`src/rtl/controle_nivel.sv`:
```
// controle_nivel: automatic tank-level controller issuing one-cycle open/close
// pulses to the valve, with hysteresis debounce, command dwell, fill timeout and alarm.
`default_nettype none

module controle_nivel #(
  parameter int LARGURA   = 8,
  parameter int NIVEL_MIN = 64,
  parameter int NIVEL_MAX = 192,
  parameter int DEBOUNCE  = 4,
  parameter int TEMPO_MIN = 16,
  parameter int TEMPO_MAX = 1000
) (
  input  logic               clock,
  input  logic               reset_n,
  input  logic               manual,
  input  logic [LARGURA-1:0] nivel,
  input  logic               valido,
  input  logic               reconhece,
  output logic               abre_auto,
  output logic               fecha_auto,
  output logic               enchendo,
  output logic               alarme
);

  localparam int WD = $clog2(DEBOUNCE + 1);
  localparam int WM = $clog2(TEMPO_MIN + 1);
  localparam int WT = $clog2(TEMPO_MAX + 1);

  localparam logic [LARGURA-1:0] LIM_BAIXO = LARGURA'(NIVEL_MIN);
  localparam logic [LARGURA-1:0] LIM_ALTO  = LARGURA'(NIVEL_MAX);
  localparam logic [WD-1:0]      DEB_FIM   = WD'(DEBOUNCE);
  localparam logic [WM-1:0]      DWELL_FIM = WM'(TEMPO_MIN);
  localparam logic [WT-1:0]      TIMER_FIM = WT'(TEMPO_MAX);

  typedef enum logic [1:0] {
    PARADO   = 2'd0,
    ENCHENDO = 2'd1,
    FALHA    = 2'd2
  } estado_t;

  estado_t       estado;
  logic [WD-1:0] cnt_baixo;
  logic [WD-1:0] cnt_alto;
  logic [WM-1:0] dwell;
  logic [WT-1:0] timer;
  logic          manual_d;

  logic amostra_baixa;
  logic amostra_alta;
  logic baixo_ok;
  logic alto_ok;
  logic dwell_ok;
  logic limpa_cnt;

  assign amostra_baixa = (nivel < LIM_BAIXO);
  assign amostra_alta  = (nivel >= LIM_ALTO);
  assign baixo_ok      = (cnt_baixo == DEB_FIM);
  assign alto_ok       = (cnt_alto == DEB_FIM);
  assign dwell_ok      = (dwell == DWELL_FIM);
  assign limpa_cnt     = (estado == FALHA) && reconhece && !manual;

  // Debounce counters: a sample of one class clears the other; in-band clears both.
  always_ff @(posedge clock or negedge reset_n) begin
    if (!reset_n) begin
      cnt_baixo <= '0;
      cnt_alto  <= '0;
    end else if (manual || limpa_cnt) begin
      cnt_baixo <= '0;
      cnt_alto  <= '0;
    end else if (valido) begin
      if (amostra_baixa) begin
        cnt_baixo <= baixo_ok ? cnt_baixo : cnt_baixo + WD'(1);
        cnt_alto  <= '0;
      end else if (amostra_alta) begin
        cnt_alto  <= alto_ok ? cnt_alto : cnt_alto + WD'(1);
        cnt_baixo <= '0;
      end else begin
        cnt_baixo <= '0;
        cnt_alto  <= '0;
      end
    end
  end

  always_ff @(posedge clock or negedge reset_n) begin
    if (!reset_n) begin
      estado     <= PARADO;
      abre_auto  <= 1'b0;
      fecha_auto <= 1'b0;
      enchendo   <= 1'b0;
      alarme     <= 1'b0;
      timer      <= '0;
      dwell      <= DWELL_FIM;
      manual_d   <= 1'b0;
    end else begin
      manual_d   <= manual;
      abre_auto  <= 1'b0;
      fecha_auto <= 1'b0;
      if (!dwell_ok)
        dwell <= dwell + WM'(1);

      if (manual) begin
        // Operator owns the valve: hold state and timer, issue nothing.
      end else if (manual_d && estado != FALHA) begin
        // Manual just released: drive the valve closed so both sides agree.
        fecha_auto <= 1'b1;
        estado     <= PARADO;
        enchendo   <= 1'b0;
        dwell      <= '0;
      end else begin
        case (estado)
          PARADO: begin
            if (baixo_ok && dwell_ok) begin
              abre_auto <= 1'b1;
              estado    <= ENCHENDO;
              enchendo  <= 1'b1;
              timer     <= '0;
              dwell     <= '0;
            end
          end
          ENCHENDO: begin
            if (alto_ok && dwell_ok) begin
              fecha_auto <= 1'b1;
              estado     <= PARADO;
              enchendo   <= 1'b0;
              dwell      <= '0;
            end else if (timer == TIMER_FIM) begin
              // Fault close bypasses the dwell rule.
              fecha_auto <= 1'b1;
              estado     <= FALHA;
              enchendo   <= 1'b0;
              alarme     <= 1'b1;
              dwell      <= '0;
            end else begin
              timer <= timer + WT'(1);
            end
          end
          FALHA: begin
            if (reconhece) begin
              estado <= PARADO;
              alarme <= 1'b0;
            end
          end
          default: begin
            estado   <= PARADO;
            enchendo <= 1'b0;
            alarme   <= 1'b0;
          end
        endcase
      end
    end
  end

endmodule

`default_nettype wire
```
`config.mk`:
```
export PLATFORM = sky130hd
export DESIGN_NAME = controle_nivel
export DESIGN_NICKNAME = d
export VERILOG_FILES = /design/src/rtl/controle_nivel.sv
export SDC_FILE = /design/constraint.sdc
export NUM_CORES = 1
export LEC_CHECK = 0
export ABC_AREA = 1
export BUFFER_PORTS_ARGS = -buffer_cell sky130_fd_sc_hd__buf_4
export CORE_UTILIZATION = 63
export DETAILED_ROUTE_END_ITERATION = 16
export GPL_ROUTABILITY_DRIVEN = 1
export HOLD_SLACK_MARGIN = 0.15
export PLACE_DENSITY = 0.88
export SYNTH_ARGS = -nofsm -noshare
export SYNTH_HDL_FRONTEND = slang
export SYNTH_SLANG_ARGS = --single-unit
```
`constraint.sdc`:
```
create_clock -name clock -period 2.8 [get_ports clock]
set_input_delay 0.56 -clock clock [delete_from_list [all_inputs] [get_ports clock]]
set_output_delay 0.56 -clock clock [all_outputs]
set_load 0.005 [all_outputs]
```
==> results.toml <==
[sta]
finalHoldViolCount = 0
setup_violations = 0
period_needed_ps = 1738
max_slew_margin_pct = 73.13
fin_crit_sh_pct = 62.08
rsz0062_at_grt = "no"
timing.fmax_mhz = 575.3
slew_violations = 0
worst_pin_slew_ps = 401.6
fin_tns_setup_ps = 0
final.setup_skew_ps = 2.181

[drt]
viasPerCell = 5.303
drt_wl_total_um = 3066
vias = 1469
ant_nets = 0
drt_pass1_iterations = 4
drt-initial-drc-count = 37
drc = 0
wl_per_cell_um = 11.07

[logic_synthesis]
ys_seq_area_share_pct = 41.13
yosys.cell_types.count = 24
synth_area_leaders = "dfrtp_1 40%, nand2_1 16%, inv_1 7.3%"
avgSynthCellArea_um2 = 7.356
ys.warnings.count = 0
async_reset_ff_share_pct = 100.0
synth_nets = 253
synthFlopType = "dfrtp_1"
synth.largest_area_cell = "dfrtp_1"
synth_area_mm2 = 0.001707
ys_ff_latch = 28
synth_edf_count = 0
synth_cells = 232
netlist.area_leader.share_pct = 39.59

[clock_tree]
cts.htree.levels = 1
postCtsSetupRepairBufs = 0
numCtsBuffers = 3
clk_latency_ps = 320
clockBufferDepth = 2
clock-root-buffer = "clkbuf_4"
cts_tree = "built"
cts.sink_count = 28
cts.clk_slew.worst_paths_ps = 150

[pwr]
pwr-share-comb_pct = 39.1
leakagePower_uw = 0.0009928
switching_power_uw = 497.2
ir_drop_v = 0.0004602
seq_power_share_pct = 46.1
p_int_uw = 686.8
clockPowerShare_pct = 14.8
p_per_area_mw_per_mm2 = 638.0
netSwitchingFraction_pct = 41.99

[floorplan]
start_util_pct = 67.66
die_y_um = 54.05
die_w_um = 54.05
coreArea_mm2 = 0.002522
rows = 18
io-pin-count = 17
dieArea_mm2 = 0.002921

[global_route]
grt_max_degree = 29
grt_pass1_vias = 1289
grt_use_total_pct = 24.35
grt_antenna_before_repair = 0
grt_first_pass_wirelength_um = 5216
overflow = 0

[final_layout]
layout-drive-gt1-share_pct = 11.34
stdcell_area_mm2 = 0.001856
nFillCells = 210
final_nets = 269
area_growth_pct = 8.724
num_antenna_cells = 0

[worst_setup_path]
slowest_delay_ps = 430
worst-endpoint-required_ps = 3040
crit_path_cell_trace = "inv_1 -> ha_1 -> nand2_1 -> nor2_2 -> nand2_1 -> nand2_1 -> nand3_2 -> inv_1 -> nand2_4 -> nand2_1 -> nand2_1"
crit_slowest_cell = "dfrtp_1"
end_kind = "flop"
reg2reg_slack_ps = 1060
cp-start-kind = "flop"
crit_fanout = 10
crit_family = "simple AND/OR/NAND/NOR gates"
arrival_ps = 1980
critical_path_class = "reg -> reg"
crit_path_frequent_cell = "nand2_1"
critPathBufInv = 2

[placed_design]
post-dp-hpwl_um = 2344
routabilityCongestion = 0.8426
place_area_mm2 = 0.001819
portBuffers = 10

[min_path]
hp-class = "in -> reg"

[outcome]
status = "finished, final reports clean"

[flow_run]
drv_cap = 0
-- power groups by stage --
| stage | Clock [µW] | Sequential [µW] | Combinational [µW] |
|---|---|---|---|
| after floorplan | 0 | 542 | 352 |
| after global routing | 195 | 561 | 533 |
| final | 176 | 545 | 463 |
| after global placement | 0 | 550 | 447 |
| after detailed placement | 0 | 556 | 461 |
| after CTS | 179 | 547 | 465 |
-- sequential cells by signal, summed over array words and instances, names as in the netlist, 2 cells and up --
register	flops
dwell	5
cnt_alto	3
estado	2
cnt_baixo	3
timer	10
-- final cells by class --
| type | instances | area [µm²] | share of cell area, % |
|---|---|---|---|
| clock buffer | 4 | 26.28 | 1.416 |
| inverter | 37 | 138.9 | 7.485 |
| multi-input combinational | 167 | 865.8 | 46.66 |
| sequential | 28 | 701.9 | 37.83 |
| tap | 30 | 37.54 | 2.023 |
| timing repair buffer | 11 | 85.08 | 4.585 |
-- through the flow --
stage,worst slack (ps),std cells,util [%],power [µW],hold WS [ps]
CTS,1039,277,73.56,1192,391.8
global route,890.7,277,73.56,1289,380.8
detailed placement,1060,272,72.12,1017,453.4
global placement,1140,272,72.12,996.7,451.6
floorplan,1317,232,-,893.3,264.4
finish,1062,277,73.56,1184,401.4
-- cells in the mapped netlist, types with 3 or more instances --
library cell,number
a21oi_1,9
dfrtp_1,27
ha_1,8
inv_1,33
inv_2,3
nand2_1,73
nand3_1,18
nand4_1,7
nor2_1,21
nor2_2,3
nor2_4,3
o21ai_0,8
xor2_1,6
-- path summary, 6_finish.rpt --
path	startpoint	endpoint	cells past startpoint
worst min-delay path	manual	manual_d	1
worst max-delay path	dwell[0]	timer[5]	11
worst min register to register	manual_d	abre_auto	1
min in group asynchronous	reset_n	estado[0]	2
max in group asynchronous	reset_n	dwell[4]	2
worst max register to register	dwell[0]	timer[5]	11
-- layout by cell type, fill, tap and decap left out, drive strengths merged --
cell type	synthesis	final
ha	8	8
nor3	2	2
xor2	6	6
o21ai	8	8
nor2	27	27
dlygate4sd3	0	1
o22ai	1	1
clkinv	1	1
buf	0	10
dfrtp	27	27
a21oi	9	9
nand2	75	75
clkbuf	0	4
inv	36	36
nor4	1	1
xnor2	1	1
dfstp	1	1
nand3	20	20
nand4	8	8
nor3b	1	1
-- metal layers --
metal / routed length [µm] / global-route usage (%) / vias up
met1: 1410 / 31.93 / 671
met4: 20 / 8.547 / 0
met3: 124 / 3.107 / 2
met5: 0 / 0 / -
li1: - / - / 764
met2: 1511 / 40.95 / 32
-- kinds of logic after synthesis --
family	Yosys count	synth area share, %
buffers and inverters	37	8.138
xor gates and xnor gates	7	3.592
DFF	28	41.13
adders and majority gates	8	5.865
AOI/OAI and AO/OA	18	5.352
and+or+nand+nor	134	35.92
-- what timing repair did --
item | CTS | global route
hold buffers | 1 | 0
hold endpoints to repair | 27 | 0
setup endpoints to repair | 0 | 0
resized for setup | 0 | 0
Note: power is estimated with default switching activity, not from simulation.
